**config.mk**
```make
export PLATFORM = sky130hd
export DESIGN_NAME = rbus_vo_evt_seq
export DESIGN_NICKNAME = d
export VERILOG_FILES = /design/src/rtl/rbus_vo_pkg.sv /design/src/rtl/rbus_vo_chr_fifo.sv /design/src/rtl/rbus_vo_evt_seq.sv
export SDC_FILE = /design/constraint.sdc
export NUM_CORES = 1
export LEC_CHECK = 0
export CAP_MARGIN = 10
export CORE_MARGIN = 2
export CORE_UTILIZATION = 59
export CTS_CLUSTER_DIAMETER = 40
export CTS_CLUSTER_SIZE = 30
export DETAILED_ROUTE_END_ITERATION = 16
export PLACE_DENSITY = 0.93
export SLEW_MARGIN = 0
export SYNTH_ARGS = -nofsm -noshare
export SYNTH_HDL_FRONTEND = slang
export SYNTH_SLANG_ARGS = --single-unit
```
**constraint.sdc**
```tcl
create_clock -name clk -period 5.04 [get_ports clk]
set_input_delay 1.008 -clock clk [delete_from_list [all_inputs] [get_ports clk]]
set_output_delay 1.008 -clock clk [all_outputs]
set_load 0.01 [all_outputs]
```
**src/rtl/rbus_vo_pkg.sv**
```systemverilog
// Shared definitions for the video-out event sequencer: event codes, FSM states,
// configuration step count and the snapshot record.
package rbus_vo_pkg;

  localparam logic [7:0] CMD_VGA_SET_BASE_ADDR = 8'h20;
  localparam logic [7:0] CMD_VGA_SET_PH_WIDTH  = 8'h21;
  localparam logic [7:0] CMD_VGA_SET_LO_WIDTH  = 8'h22;
  localparam logic [7:0] CMD_VGA_SET_LO_HEIGHT = 8'h23;
  localparam logic [7:0] CMD_VGA_SET_MODE      = 8'h24;
  localparam logic [7:0] CMD_VGA_SET_TEXT_ENA  = 8'h25;
  localparam logic [7:0] CMD_VGA_PUT_CHAR      = 8'h26;
  localparam logic [7:0] CMD_VGA_SET_H_POL     = 8'h27;
  localparam logic [7:0] CMD_VGA_SET_V_POL     = 8'h28;

  localparam int CFG_STEPS = 8;
  localparam int STEP_W    = $clog2(CFG_STEPS);

  typedef logic [STEP_W-1:0] step_t;

  typedef enum logic [1:0] {
    ST_IDLE = 2'd0,
    ST_CFG  = 2'd1,
    ST_CHAR = 2'd2
  } state_e;

  typedef struct packed {
    logic [38:0] base_addr;
    logic [11:0] ph_width;
    logic [11:0] lo_width;
    logic [11:0] lo_height;
    logic [1:0]  mode;
    logic        h_pol;
    logic        v_pol;
    logic        text_ena;
  } cfg_snap_t;

  localparam logic [7:0] CHR_OFS = CMD_VGA_PUT_CHAR - CMD_VGA_SET_BASE_ADDR;

  // Event code offset (relative to the base code) emitted at each configuration step.
  function automatic logic [7:0] cfg_step_ofs(input step_t step);
    logic [7:0] code;
    case (step)
      3'd0:    code = CMD_VGA_SET_BASE_ADDR;
      3'd1:    code = CMD_VGA_SET_PH_WIDTH;
      3'd2:    code = CMD_VGA_SET_LO_WIDTH;
      3'd3:    code = CMD_VGA_SET_LO_HEIGHT;
      3'd4:    code = CMD_VGA_SET_MODE;
      3'd5:    code = CMD_VGA_SET_H_POL;
      3'd6:    code = CMD_VGA_SET_V_POL;
      default: code = CMD_VGA_SET_TEXT_ENA;
    endcase
    return code - CMD_VGA_SET_BASE_ADDR;
  endfunction

endpackage

```
**src/rtl/rbus_vo_chr_fifo.sv**
```systemverilog
// Single-clock character FIFO with a show-ahead head word; push while full is
// accepted only when a pop happens in the same cycle.
module rbus_vo_chr_fifo #(
  parameter int DEPTH = 16
) (
  input  logic       clk,
  input  logic       rst_n,
  input  logic       push,
  input  logic [7:0] din,
  input  logic       pop,
  output logic [7:0] dout,
  output logic       full,
  output logic       empty
);

  localparam int AW = $clog2(DEPTH);

  logic [7:0]    mem [DEPTH];
  logic [AW-1:0] wr_ptr_q, wr_ptr_d;
  logic [AW-1:0] rd_ptr_q, rd_ptr_d;
  logic [AW:0]   cnt_q, cnt_d;
  logic          do_push, do_pop;

  assign full    = (cnt_q == (AW+1)'(DEPTH));
  assign empty   = (cnt_q == '0);
  assign do_pop  = pop && !empty;
  assign do_push = push && (!full || do_pop);
  assign dout    = mem[rd_ptr_q];

  always_comb begin
    wr_ptr_d = wr_ptr_q;
    rd_ptr_d = rd_ptr_q;
    cnt_d    = cnt_q;
    if (do_push) wr_ptr_d = wr_ptr_q + AW'(1);
    if (do_pop)  rd_ptr_d = rd_ptr_q + AW'(1);
    case ({do_push, do_pop})
      2'b10:   cnt_d = cnt_q + (AW+1)'(1);
      2'b01:   cnt_d = cnt_q - (AW+1)'(1);
      default: cnt_d = cnt_q;
    endcase
  end

  always_ff @(posedge clk or negedge rst_n) begin
    if (!rst_n) begin
      wr_ptr_q <= '0;
      rd_ptr_q <= '0;
      cnt_q    <= '0;
    end else begin
      wr_ptr_q <= wr_ptr_d;
      rd_ptr_q <= rd_ptr_d;
      cnt_q    <= cnt_d;
    end
  end

  always_ff @(posedge clk) begin
    if (do_push) mem[wr_ptr_q] <= din;
  end

endmodule

```
**src/rtl/rbus_vo_evt_seq.sv**
```systemverilog
// Event master for the video-out box: replays the configuration sequence on request
// and drains queued characters as PUT_CHAR events in between.
module rbus_vo_evt_seq
  import rbus_vo_pkg::*;
#(
  parameter int         FIFO_DEPTH = 16,
  parameter bit         AUTO_START = 1'b1,
  parameter logic [7:0] CMD_BASE   = 8'h20
) (
  input  logic        clk,
  input  logic        rst,
  input  logic        cfg_start,
  input  logic [38:0] cfg_base_addr,
  input  logic [11:0] cfg_ph_width,
  input  logic [11:0] cfg_lo_width,
  input  logic [11:0] cfg_lo_height,
  input  logic [1:0]  cfg_mode,
  input  logic        cfg_h_pol,
  input  logic        cfg_v_pol,
  input  logic        cfg_text_ena,
  output logic        cfg_busy,
  input  logic        chr_stb,
  input  logic [7:0]  chr_dat,
  output logic        chr_rdy,
  output logic        eve_stb,
  output logic [7:0]  eve_cmd,
  output logic [39:0] eve_ptr,
  input  logic        eve_ack
);

  localparam step_t LAST_STEP = step_t'(CFG_STEPS - 1);

  state_e      state_q, state_d;
  step_t       step_q, step_d;
  cfg_snap_t   snap_q, snap_d;
  logic        pend_q, pend_d;
  logic        eve_stb_q, eve_stb_d;
  logic [7:0]  eve_cmd_q, eve_cmd_d;
  logic [39:0] eve_ptr_q, eve_ptr_d;
  logic [39:0] cfg_arg;
  logic        seq_start, fifo_pop, fifo_full, fifo_empty;
  logic [7:0]  fifo_head;

  rbus_vo_chr_fifo #(.DEPTH(FIFO_DEPTH)) u_fifo (
    .clk   (clk),
    .rst_n (rst),
    .push  (chr_stb && chr_rdy),
    .din   (chr_dat),
    .pop   (fifo_pop),
    .dout  (fifo_head),
    .full  (fifo_full),
    .empty (fifo_empty)
  );

  assign chr_rdy  = !fifo_full;
  assign cfg_busy = pend_q || (state_q == ST_CFG);
  assign eve_stb  = eve_stb_q;
  assign eve_cmd  = eve_cmd_q;
  assign eve_ptr  = eve_ptr_q;

  always_comb begin
    case (step_q)
      3'd0:    cfg_arg = {1'b0, snap_q.base_addr};
      3'd1:    cfg_arg = {28'd0, snap_q.ph_width};
      3'd2:    cfg_arg = {28'd0, snap_q.lo_width};
      3'd3:    cfg_arg = {28'd0, snap_q.lo_height};
      3'd4:    cfg_arg = {38'd0, snap_q.mode};
      3'd5:    cfg_arg = {39'd0, snap_q.h_pol};
      3'd6:    cfg_arg = {39'd0, snap_q.v_pol};
      default: cfg_arg = {39'd0, snap_q.text_ena};
    endcase
  end

  always_comb begin
    state_d   = state_q;
    step_d    = step_q;
    snap_d    = snap_q;
    eve_stb_d = eve_stb_q;
    eve_cmd_d = eve_cmd_q;
    eve_ptr_d = eve_ptr_q;
    seq_start = 1'b0;
    fifo_pop  = 1'b0;
    unique case (state_q)
      ST_IDLE: begin
        // A pending configuration always wins over queued characters.
        if (pend_q) begin
          state_d          = ST_CFG;
          step_d           = '0;
          seq_start        = 1'b1;
          snap_d.base_addr = cfg_base_addr;
          snap_d.ph_width  = cfg_ph_width;
          snap_d.lo_width  = cfg_lo_width;
          snap_d.lo_height = cfg_lo_height;
          snap_d.mode      = cfg_mode;
          snap_d.h_pol     = cfg_h_pol;
          snap_d.v_pol     = cfg_v_pol;
          snap_d.text_ena  = cfg_text_ena;
        end else if (!fifo_empty) begin
          state_d = ST_CHAR;
        end
      end
      ST_CFG: begin
        if (!eve_stb_q) begin
          eve_stb_d = 1'b1;
          eve_cmd_d = CMD_BASE + cfg_step_ofs(step_q);
          eve_ptr_d = cfg_arg;
        end else if (eve_ack) begin
          eve_stb_d = 1'b0;
          if (step_q == LAST_STEP) state_d = ST_IDLE;
          else                     step_d  = step_q + step_t'(1);
        end
      end
      ST_CHAR: begin
        if (!eve_stb_q) begin
          eve_stb_d = 1'b1;
          eve_cmd_d = CMD_BASE + CHR_OFS;
          eve_ptr_d = {32'd0, fifo_head};
        end else if (eve_ack) begin
          eve_stb_d = 1'b0;
          fifo_pop  = 1'b1;
          state_d   = ST_IDLE;
        end
      end
      default: state_d = ST_IDLE;
    endcase
    pend_d = (pend_q && !seq_start) || cfg_start;
  end

  always_ff @(posedge clk or negedge rst) begin
    if (!rst) begin
      state_q   <= ST_IDLE;
      step_q    <= '0;
      snap_q    <= '0;
      pend_q    <= AUTO_START;
      eve_stb_q <= 1'b0;
      eve_cmd_q <= '0;
      eve_ptr_q <= '0;
    end else begin
      state_q   <= state_d;
      step_q    <= step_d;
      snap_q    <= snap_d;
      pend_q    <= pend_d;
      eve_stb_q <= eve_stb_d;
      eve_cmd_q <= eve_cmd_d;
      eve_ptr_q <= eve_ptr_d;
    end
  end

endmodule

```
== Word level (Yosys, flattened, before mapping) ==
Memories as Yosys holds them, arrays and structs flattened.
Index checks and enable logic that the tools add are counted.
Cells by class
  $add $sub $neg: 7
  equal/unequal tests: 22
  mux-type cells: 33
  reduce and logical (&&, ||, !) cells: 21
Operators by type and width (count)
  39-bit case mux with 7 select lines: 1
  40-bit 2-to-1 mux: 2
  40-bit case mux with 2 select lines: 1
  8-bit 2-to-1 mux: 4
  4-bit case mux with 7 select lines: 1
  2-bit inequality test (second input constant): 8
  8-bit case mux with 2 select lines: 1
  2-bit 2-to-1 mux: 7
  3-bit equality test (second input constant): 4
  3-bit 2-to-1 mux: 4
  5-bit case mux with 2 select lines: 1
  1-bit 2-to-1 mux: 9
  4-bit by 1-bit adder with 4-bit output (second input constant): 2
  6-bit by 8-bit adder with 8-bit output (first input constant): 1
  8-bit by 6-bit subtractor with 8-bit output (second input constant): 1
  3-bit by 2-bit equality test with 1-bit output (second input constant): 2
  2-bit case mux with 3 select lines: 1
  3-bit case mux with 2 select lines: 1
  6-bit AND reduction: 1
  2-bit nonzero test: 3
  5-bit by 1-bit adder with 5-bit output (second input constant): 1
  5-bit equality test (second input constant): 1
  5-bit zero test: 1
  5-bit AND reduction: 1
  15 further kinds: 24
Storage, ports and cells
  flip-flop bits (word level): 148
  bits in writable memories: 128
  output and inout bits: 51
  memories: 1
Memory list
  u_fifo.mem: depth 16, width 8, read ports 1, clocked after Yosys merged registers in 0, wr ports 1, line rbus_vo_chr_fifo.sv:18  | logic [7:0] mem [DEPTH];

== Longest topological paths before layout ==
Gate-level depths: netlist of run 1.
  depth in word-level cells: 8
  gate-level depth with buffers: 15

== Hierarchy ==
A second synthesis of run 1 with hierarchy kept.
Second synthesis, totals
  cells, all modules: 716
  area, all modules: 11323.4 sq um
Modules (own cells, without submodules)
  rbus_vo_chr_fifo: instances 1, cells an instance 301, area an instance 5774.3 sq um, sequential area each 4169.0 sq um
  rbus_vo_evt_seq: instances 1, cells an instance 415, area an instance 5549.1 sq um, sequential area each 3279.4 sq um

== Worst setup path after synthesis of run 1 ==
Ideal clock, no wire load.
  path kind: input -> register
  start point: in eve_ack
  end point: reg u_fifo.cnt_q[4]
  arrival time: 2656 ps
  data required time: 4917 ps
  setup slack: 2262 ps
  stages: 11
  path buffers: 2
  cells stage by stage: and4_1 clkbuf_1 ha_1 clkbuf_1 xor2_1 ha_1 nor2b_1 o21ai_0 a31oi_1 nor2_1 xnor2_1
On the way
  word-level cells in the longest chain between the ends: 8
  elaborated cells on any way between the ends: 10
Ends and longest elaborated chain
  from (decl): line rbus_vo_evt_seq.sv:28  | input logic eve_ack
  1-bit 2-to-1 mux (*): line rbus_vo_evt_seq.sv:118  | end else if (eve_ack) begin
  1-bit 2-to-1 mux (*): line rbus_vo_evt_seq.sv:114  | if (!eve_stb_q) begin
  1-bit 2-to-1 mux (*): line rbus_vo_evt_seq.sv:83  | unique case (state_q)
  1-bit logical AND (*): line rbus_vo_chr_fifo.sv:26  | assign do_pop = pop && !empty;
  net u_fifo.do_pop: line rbus_vo_chr_fifo.sv:22  | logic do_push, do_pop;
  1-bit logical OR: line rbus_vo_chr_fifo.sv:27  | assign do_push = push && (!full || do_pop);
  1-bit logical AND: line rbus_vo_chr_fifo.sv:27
  2-bit by 1-bit equality test with 1-bit output or 2-bit equality test (tied branches): line rbus_vo_chr_fifo.sv:36  | case ({do_push, do_pop})
  5-bit case mux with 2 select lines or 2-bit nonzero test (tied branches)
  to (signal assigned): line rbus_vo_chr_fifo.sv:51  | cnt_q <= cnt_d;
  to (decl): line rbus_vo_chr_fifo.sv:21  | logic [AW:0] cnt_q, cnt_d;
Mark *: on every way through the listed nets, which the timed path passes. The rest lies on a longest branch.
A chain may end at the register's enable or synchronous reset.

== Final worst setup path of run 1 ==
  start point: reg state_q[1]
  end point: out cfg_busy
On the way
  word-level cells in the longest chain between the ends: 2
Ends and longest elaborated chain
  from (decl): line rbus_vo_evt_seq.sv:33  | state_e state_q, state_d;
  from (signal assigned): line rbus_vo_evt_seq.sv:139  | state_q <= state_d;
  2-bit by 1-bit equality test with 1-bit output: line rbus_vo_evt_seq.sv:56  | assign cfg_busy = pend_q || (state_q == ST_CFG);
  1-bit logical OR: line rbus_vo_evt_seq.sv:56
  to (decl): line rbus_vo_evt_seq.sv:21  | output logic cfg_busy,
No other way between the ends.

==> impl_table.tex, run 1 <==
\begin{tabular}{lr}
\hline
Metric & Value \\
\hline
\multicolumn{2}{l}{\textbf{Finish}} \\
Synth-to-Final Area Change & 22.97\% \\
Share of final-layout standard cells stronger than drive strength 1 & between 10\% and 20\% \\
Number of nets in the layout & about 1000 \\
\multicolumn{2}{l}{\textbf{Floorplanning}} \\
Effective utilization at floorplan & 59.89\% \\
Die outline width & 141.6 um \\
I/O pin count & 144 \\
Die ar. & 0.02004 sq mm \\
Total number of placement rows & 50 \\
Die outline height & 141.6 um \\
Total core area & 0.01864 sq mm \\
\multicolumn{2}{l}{\textbf{Worst setup path}} \\
Buf+Inv Stages, Crit Path & 3 \\
Launch instance of the worst register-to-register path & step\_q[2] \\
Chain of cells forming the critical path & inv\_1, ha\_1, inv\_2, nand2\_1, clkdlybuf4s50\_1 \\
Delay of the slowest cell on the worst path & 580 ps \\
Crit end category & primary output \\
Cell with the biggest individual delay on the critical path & sky130\_fd\_sc\_hd\_\_clkdlybuf4s50\_1 \\
Worst Setup SP & state\_q[1] \\
Worst EP required & 4030 ps \\
Worst Path Max Fanout & 7 \\
Worst setup SP type & flop \\
Arrival time of the worst setup path & 2090 ps \\
Category of the most critical setup path & reg2out \\
Kind of cell with the highest combined delay on the critical path & buffers and inverters \\
\multicolumn{2}{l}{\textbf{CTS}} \\
H-tree depth & 1 \\
Cts-stage hold buffer count & 0 \\
Clock tree from TritonCTS & done \\
Clock tree root driver cell & sky130\_fd\_sc\_hd\_\_clkbuf\_16 \\
Clk sink count & 272 \\
TritonCTS Buffers & 31 \\
Cts repair resizes & 0 \\
Clock Pin Slew Worst Setup and Hold Paths & 60 ps \\
Clock latency on the worst-skew pair & around 560 ps \\
Post-CTS setup buffers & 0 \\
Bufs on Longest Clock Path & 3 \\
\multicolumn{2}{l}{\textbf{Detailed routing}} \\
Detailed Route Iter0 Violations & 656 \\
Detailed-route via count & 7066 \\
Mean number of vias per cell & 6.237 \\
Post-route DRC violation count & 0 \\
Final routed wire length divided by cell count & 23.90 um \\
Number of detailed-route iterations in the first pass & 6 \\
Wire length after detailed routing & 27080 um \\
Post-DRT Antenna Nets & 0 \\
\multicolumn{2}{l}{\textbf{Pwr}} \\
Power density over the cells & 618.6 mW/mm\^{}2 \\
Peak supply drop & 415.2 uV \\
Net switching fraction of the power & 32.96\% \\
Int Pwr & about 0.0057 W \\
Net switching power & 0.002800 W \\
Clock power frac & 27.8\% \\
Combinational share of power & 31.5\% \\
Sequential share of power & 40.7\% \\
Leak pwr & 5.381 nW \\
\multicolumn{2}{l}{\textbf{Synthesis}} \\
Async set or reset register ratio after synthesis & 52.94\% \\
Cell area after synthesis & 0.01117 sq mm \\
Share of the yosys chip area belonging to registers & between 60\% and 70\% \\
Count of state elements after synthesis & 272 \\
Synthesized instance count & 749 \\
Primary flip-flop cell chosen by synthesis mapping & sky130\_fd\_sc\_hd\_\_dfrtp\_1 \\
Count of flip-flops with a built-in enable after synthesis & 128 \\
Syn avg cell area & 14.91 sq um \\
Distinct cells, synth & 50 \\
Number of synthesis warnings & 0 \\
\multicolumn{2}{l}{\textbf{STA}} \\
Share of the cycle needed by the critical path after routing & 61.54\% \\
Clock Skew & roughly 14 ps \\
Final count of negative-setup-slack endpoints & 0 \\
Max Transition Viols Final & 0 \\
Worst Slack Setup Final & between 1500 and 2000 ps \\
Slew @ Worst Pin & around 1100 ps \\
Accumulated negative setup slack & 0 ps \\
Min Clock Period, post-route & 3102 ps \\
RSZ-0062 raised after global routing & no \\
Remaining max-slew budget at the tightest pin & 23.52\% \\
Number of hold violations in the final report & 0 \\
Peak Freq & 322.4 MHz \\
\multicolumn{2}{l}{\textbf{Flow run}} \\
Number of max-cap violations & 0 \\
\multicolumn{2}{l}{\textbf{Global route}} \\
Maximum number of pins on one net before global-route repair & 109 \\
Via count of the first global-routing pass & 7343 \\
Sum of overflow across all layers after global routing & 0 \\
GR Util All Layers & 27.17\% \\
First-pass GRT wire length & 41460 um \\
Antenna violations before repair & 0 \\
\multicolumn{2}{l}{\textbf{Worst hold path}} \\
Origin of the worst min-delay path & eve\_cmd[5] \\
Worst min-delay path class & reg2reg \\
\multicolumn{2}{l}{\textbf{Place}} \\
Dpl ws & approximately 1600 ps \\
Port Buf Inserts & 139 \\
Detailed placement HPWL & 16450 um \\
RD Place Congestion & roughly 0.86 \\
\multicolumn{2}{l}{\textbf{Outcome}} \\
Result of the run & finished, final reports clean \\
\hline
\end{tabular}
## path summary, 6_finish.rpt
kind / endpoint / cells after the start / slack (ps)
max: cfg_busy / 5 / 1940
min: eve_cmd[5] / 1 / 490
max reg2reg: eve_ptr[5] / 6 / 1980
min reg2reg: eve_cmd[5] / 1 / 490
max in group asynchronous: eve_ptr[20] / 2 / 3420
min in group asynchronous: snap_q[40] / 1 / 580
## cells by family (layout without fill, tap and decap cells)
group | Yosys count | after routing | share of synthesized area [%]
xor+xnor | 12 | 12 | 0.9413
flops | 272 | 272 | 66.71
other cells | 1 | 5 | 0.03358
simple gates | 101 | 101 | 4.169
fa+ha+maj | 18 | 18 | 2.017
compound gates | 133 | 133 | 8.797
buf+inv | 64 | 210 | 2.667
mux | 148 | 148 | 14.67
## registers in the layout, summed over array words and instances (netlist names)
| signal | cells |
|---|---|
| u_fifo.cnt_q | 5 |
| u_fifo.mem | 128 |
| eve_cmd | 5 |
| eve_ptr | 39 |
| snap_q | 80 |
| u_fifo.rd_ptr_q | 4 |
| step_q | 3 |
| eve_stb | 1 |
| pend_q | 1 |
| u_fifo.wr_ptr_q | 4 |
| state_q | 2 |
## Yosys cell counts, types with 2 or more instances
master	count	area share (%)
sky130_fd_sc_hd__nand2_1	38	1.3
sky130_fd_sc_hd__a22o_2	14	1.3
sky130_fd_sc_hd__clkbuf_1	26	0.87
sky130_fd_sc_hd__buf_2	7	0.31
sky130_fd_sc_hd__inv_1	11	0.37
sky130_fd_sc_hd__nor2_1	30	1.0
sky130_fd_sc_hd__mux2i_1	59	5.3
sky130_fd_sc_hd__buf_1	9	0.30
sky130_fd_sc_hd__a31oi_1	12	0.67
sky130_fd_sc_hd__dfrtp_1	143	32
sky130_fd_sc_hd__a22oi_1	22	1.5
sky130_fd_sc_hd__a222oi_1	12	1.1
sky130_fd_sc_hd__nand2b_1	3	0.17
sky130_fd_sc_hd__xor2_1	5	0.39
sky130_fd_sc_hd__xnor2_1	7	0.55
sky130_fd_sc_hd__nor2b_1	5	0.28
sky130_fd_sc_hd__nand3_1	8	0.36
sky130_fd_sc_hd__edfxtp_1	128	34
sky130_fd_sc_hd__a22o_1	20	1.6
sky130_fd_sc_hd__buf_4	7	0.47
sky130_fd_sc_hd__ha_1	18	2.0
sky130_fd_sc_hd__a221o_1	2	0.18
sky130_fd_sc_hd__mux4_2	4	0.81
sky130_fd_sc_hd__a21oi_1	21	0.94
sky130_fd_sc_hd__buf_6	3	0.30
sky130_fd_sc_hd__o21ai_0	21	0.94
sky130_fd_sc_hd__mux2_2	85	8.6
sky130_fd_sc_hd__and2_1	2	0.11
sky130_fd_sc_hd__nor3_1	5	0.22
sky130_fd_sc_hd__nor4_1	2	0.11
## power groups by stage
stage          Sequential (W)  Clock (W)  Combinational [W]
2_1_floorplan         0.00327          0            0.00187
3_3_place_gp          0.00339          0            0.00248
3_5_place_dp          0.00345          0            0.00258
4_1_cts               0.00344    0.00238            0.00265
5_1_grt               0.00351    0.00247            0.00287
6_report              0.00346    0.00236            0.00267
## per-layer routing
metal	up-vias	share of wire, %	track usage [%]
li1	3057	-	-
met1	3523	38	33.88
met2	404	50	46.14
met3	82	7.9	6.311
met4	0	3.8	11.32
met5	-	0	0
## cell usage in the layout, fill, tap and decap left out, types with 7 or more instances in the layout
cell / count
sky130_fd_sc_hd__a22oi_1: 22
sky130_fd_sc_hd__clkdlybuf4s50_1: 138
sky130_fd_sc_hd__a21oi_1: 21
sky130_fd_sc_hd__a222oi_1: 12
sky130_fd_sc_hd__a22o_1: 20
sky130_fd_sc_hd__mux2_2: 85
sky130_fd_sc_hd__clkbuf_16: 31
sky130_fd_sc_hd__dfrtp_1: 142
sky130_fd_sc_hd__nand3_1: 8
sky130_fd_sc_hd__o21ai_0: 21
sky130_fd_sc_hd__nand2_1: 37
sky130_fd_sc_hd__nor2_1: 30
sky130_fd_sc_hd__mux2i_1: 59
sky130_fd_sc_hd__a31oi_1: 12
sky130_fd_sc_hd__ha_1: 18
sky130_fd_sc_hd__a22o_2: 14
sky130_fd_sc_hd__edfxtp_1: 128
sky130_fd_sc_hd__inv_1: 11
sky130_fd_sc_hd__xnor2_1: 7
## through the flow
| stage | hold WS [ps] | total power, W | instance area [sq um] | utilization [%] | instances |
|---|---|---|---|---|---|
| after CTS | 487.3 | 0.008468 | 13730 | 73.64 | 1132 |
| after global placement | 465.0 | 0.005877 | 12630 | 67.77 | 1075 |
| final | 486.3 | 0.008494 | 13730 | 73.65 | 1133 |
| after global routing | 509.0 | 0.008850 | 13730 | 73.64 | 1132 |
| after floorplan | 460.6 | 0.005147 | 11180 | - | 752 |
| after detailed placement | 470.2 | 0.006028 | 12630 | 67.77 | 1075 |
## final cells by class
class / count / area, sq um
Fill cell: 1074 / 4912
Inverter: 12 / 45.04
Sequential cell: 272 / 7450
Antenna cell: 1 / 2.502
Clock buffer: 35 / 790.8
Timing Repair Buffer: 141 / 1408
Multi-Input combinational cell: 416 / 3438
Clock inverter: 22 / 304.0
Tap cell: 234 / 292.8
No activity file was read; power rests on OpenSTA's default activity.
==> inputs of run 2 (changes only) <==
CORE_UTILIZATION = 55   (was 59)
PLACE_DENSITY = 0.88   (was 0.93)
clock period = 3.2 ns   (was 5.04 ns; I/O delays follow)
==> run 2 against run 1 <==
Compared with the run above:
- via count fell by 2.2%
- power rose by 56%
- critical path depth rose by 6
- hold slack got worse by 250 ps
- clock power rose by 55%
- register-to-register slack got worse by 1600 ps
- routed wire length fell by 7.5%
- final area rose by 1.3%
- sequential share of layout area fell by 0.68 points
- flip-flop and latch count did not move
- combinational power rose by 60%
- global-route usage fell by 3.7 points
- critical path type is now reg2reg
- largest cell class unchanged
==> impl_table.tex, run 2 (synthesis gave the netlist of run 1 again) <==
\begin{tabular}{lr}
\hline
Metric & Value \\
\hline
\multicolumn{2}{l}{\textbf{Global route}} \\
First-pass GRT wire length & 39650 um (-4.4\%) \\
Via count of the first global-routing pass & 7166 (-2.4\%) \\
Maximum number of pins on one net before global-route repair & 108 (-0.92\%) \\
GR Util All Layers & 23.50\% (-3.7 points) \\
Sum of overflow across all layers after global routing & 0 (unchanged) \\
Antenna violations before repair & 0 (unchanged) \\
Global Route met1 Usage & 32.17\% (-1.7 points) \\
Gr busiest metal & met2 \\
Met2 global-route usage & 39.27\% (-6.9 points) \\
Global routing met3 resource utilization & 3.906\% (-2.4 points) \\
\multicolumn{2}{l}{\textbf{CTS}} \\
H-tree depth & 1 (unchanged) \\
Clock tree root driver cell & sky130\_fd\_sc\_hd\_\_clkbuf\_16 \\
Bufs on Longest Clock Path & 3 (unchanged) \\
Clock Pin Slew Worst Setup and Hold Paths & 60 ps (about the same) \\
Clk sink count & 272 (unchanged) \\
Post-CTS setup buffers & 0 (unchanged) \\
Cts-stage hold buffer count & 0 (unchanged) \\
Clock latency on the worst-skew pair & 550 ps (about the same) \\
Cts repair resizes & 0 (unchanged) \\
Clock tree from TritonCTS & done \\
TritonCTS Buffers & 30 (-3.2\%) \\
\multicolumn{2}{l}{\textbf{Place}} \\
Detailed placement HPWL & 16220 um (-1.4\%) \\
RD Place Congestion & 0.8366 (-3.2\%) \\
Dpl ws & 248.7 ps (-1382 ps) \\
Port Buf Inserts & 139 (unchanged) \\
Count of placed standard cells including taps & 1126 (+4.7\%) \\
\multicolumn{2}{l}{\textbf{Detailed routing}} \\
Post-DRT Antenna Nets & 0 (unchanged) \\
Post-route DRC violation count & 0 (unchanged) \\
Detailed Route Iter0 Violations & 637 (-2.9\%) \\
Detailed-route via count & 6913 (-2.2\%) \\
Number of detailed-route iterations in the first pass & 6 (unchanged) \\
Wire length after detailed routing & 25040 um (-7.5\%) \\
Final routed wire length divided by cell count & 21.18 um (-11\%) \\
Mean number of vias per cell & 5.849 (-6.2\%) \\
\multicolumn{2}{l}{\textbf{Pwr}} \\
Clock power frac & 27.5\% (-0.3 points) \\
Sequential share of power & 40.3\% (-0.4 points) \\
Peak supply drop & 545.7 uV (+31\%) \\
Int Pwr & 0.009080 W (+59\%) \\
Net switching power & 0.004175 W (+49\%) \\
Net switching fraction of the power & 31.50\% (-1.5 points) \\
Leak pwr & 5.455 nW (+1.4\%) \\
Combinational share of power & 32.2\% (+0.7 points) \\
Power density over the cells & 953.3 mW/mm\^{}2 (+54\%) \\
\multicolumn{2}{l}{\textbf{STA}} \\
Max Transition Viols Final & 0 (unchanged) \\
Remaining max-slew budget at the tightest pin & 35.03\% (+12 points) \\
Number of hold violations in the final report & 0 (unchanged) \\
Peak Freq & 353.9 MHz \\
Share of the cycle needed by the critical path after routing & 88.31\% \\
Min Clock Period, post-route & 2826 ps \\
RSZ-0062 raised after global routing & no \\
Worst Slack Setup Final & 374.0 ps (-1564 ps) \\
Final count of negative-setup-slack endpoints & 0 (unchanged) \\
Slew @ Worst Pin & 974.5 ps (-171.5 ps) \\
Clock Skew & 13.20 ps (-0.3174 ps) \\
Accumulated negative setup slack & 0 ps (unchanged) \\
Worst hold slack after final layout & 231.4 ps (-254.9 ps) \\
\multicolumn{2}{l}{\textbf{Worst setup path}} \\
Crit end category & flop \\
Cell depth of the worst flop-to-flop path & 11 (+5) \\
Category of the most critical setup path & reg2reg \\
Worst Setup SP & u\_fifo.cnt\_q[1] \\
Launch instance of the worst register-to-register path & u\_fifo.cnt\_q[1] \\
Worst EP required & 3630 ps (-400 ps) \\
Worst setup SP type & flop \\
Arrival time of the worst setup path & 3260 ps (+1170 ps) \\
Worst Path Max Fanout & 8 (+1) \\
\multicolumn{2}{l}{\textbf{Floorplanning}} \\
Total number of placement rows & 52 (+4.0\%) \\
Total core area & 0.02010 sq mm (+7.8\%) \\
Die outline height & 146.5 um (+3.5\%) \\
Die outline width & 146.5 um (+3.5\%) \\
I/O pin count & 144 (unchanged) \\
Effective utilization at floorplan & 55.54\% (-4.4 points) \\
Die ar. & 0.02146 sq mm (+7.1\%) \\
\multicolumn{2}{l}{\textbf{Finish}} \\
Antenna Cells & 0 (-1) \\
Layout Cells excl Fill & 1182 (+4.3\%) \\
Synth-to-Final Area Change & 24.53\% \\
Number of nets in the layout & 999 (+1.4\%) \\
Share of final-layout standard cells stronger than drive strength 1 & 19.30\% (+0.92 points) \\
Commonest non-fill, non-tap cell in the layout & sky130\_fd\_sc\_hd\_\_dfrtp\_1 \\
Leading cell types in the layout, fill and taps excluded & sky130\_fd\_sc\_hd\_\_dfrtp\_1 (142), sky130\_fd\_sc\_hd\_\_clkdlybuf4s50\_1 (138), sky130\_fd\_sc\_hd\_\_edfxtp\_1 (128) \\
Register with the highest flop count & u\_fifo.mem \\
Flip-flop count of the largest register after layout & 128 (unchanged) \\
\multicolumn{2}{l}{\textbf{Outcome}} \\
Result of the run & finished, final reports clean \\
\multicolumn{2}{l}{\textbf{Flow run}} \\
Number of max-cap violations & 0 (unchanged) \\
\multicolumn{2}{l}{\textbf{Worst hold path}} \\
Worst min-delay path class & in2async \\
\hline
\end{tabular}
run 2: changes by cell type in the layout (fill, tap and decap cells not counted), sizes merged:
| cell | delta |
|---|---|
| inv | -1 |
| diode | -1 |
| clkinv | -6 |
| clkbuf | +5 |
| clkinvlp | +1 |
| buf | +15 |
run 2: power by group through the flow:
stage               Sequential [W]  Combinational, W  Clock (W)
floorplan                  0.00516           0.00295          0
finish                     0.00534           0.00427    0.00365
detailed placement         0.00537           0.00421          0
global route               0.00545           0.00462    0.00384
CTS                        0.00533           0.00427    0.00369
global placement           0.00530           0.00408          0
run 2: worst paths after layout:
check | to | slack, ps
min in group clk | eve_cmd[5] | 480
hold reg to reg | eve_cmd[5] | 480
setup reg to reg | u_fifo.cnt_q[4] | 370
max in group asynchronous | eve_ptr[22] | 2200
setup / recovery | u_fifo.cnt_q[4] | 370
hold / removal | snap_q[28] | 230
run 2: per-layer routing:
layer  wire length, um  vias up
li1                  -     3084
met1             10510     3507
met2             12120      275
met3              1727       47
met4               678        0
met5                 0        -
run 2: final cells by class:
type / count / area, sq um
Multi-Input combinational cell: 416 / 3438
Clock buffer: 40 / 839.6
Timing Repair Buffer: 156 / 1558
Sequential cell: 272 / 7450
Fill cell: 1278 / 6200
Clock inverter: 16 / 236.5
Inverter: 12 / 45.04
Tap cell: 270 / 337.8
run 2: worst max-delay path, cell delays in order (launching register included):
cell and delay, ps:
sky130_fd_sc_hd__dfrtp_1 460, sky130_fd_sc_hd__nor4_1 440, sky130_fd_sc_hd__nand2_1 150, sky130_fd_sc_hd__and4_1 320, sky130_fd_sc_hd__ha_1 340, sky130_fd_sc_hd__xor2_1 180
sky130_fd_sc_hd__ha_1 220, sky130_fd_sc_hd__o211ai_1 170, sky130_fd_sc_hd__a21oi_1 80, sky130_fd_sc_hd__a31oi_1 150, sky130_fd_sc_hd__nor2_1 70, sky130_fd_sc_hd__xnor2_1 120
run 2: through the flow:
stage          area (sq um)  utilization, %  total power [W]
2_1_floorplan         11180               -         0.008106
3_3_place_gp          12830           63.81         0.009380
3_5_place_dp          12830           63.81         0.009575
4_1_cts               13900           69.16          0.01329
5_1_grt               13900           69.16          0.01390
6_report              13900           69.16          0.01326
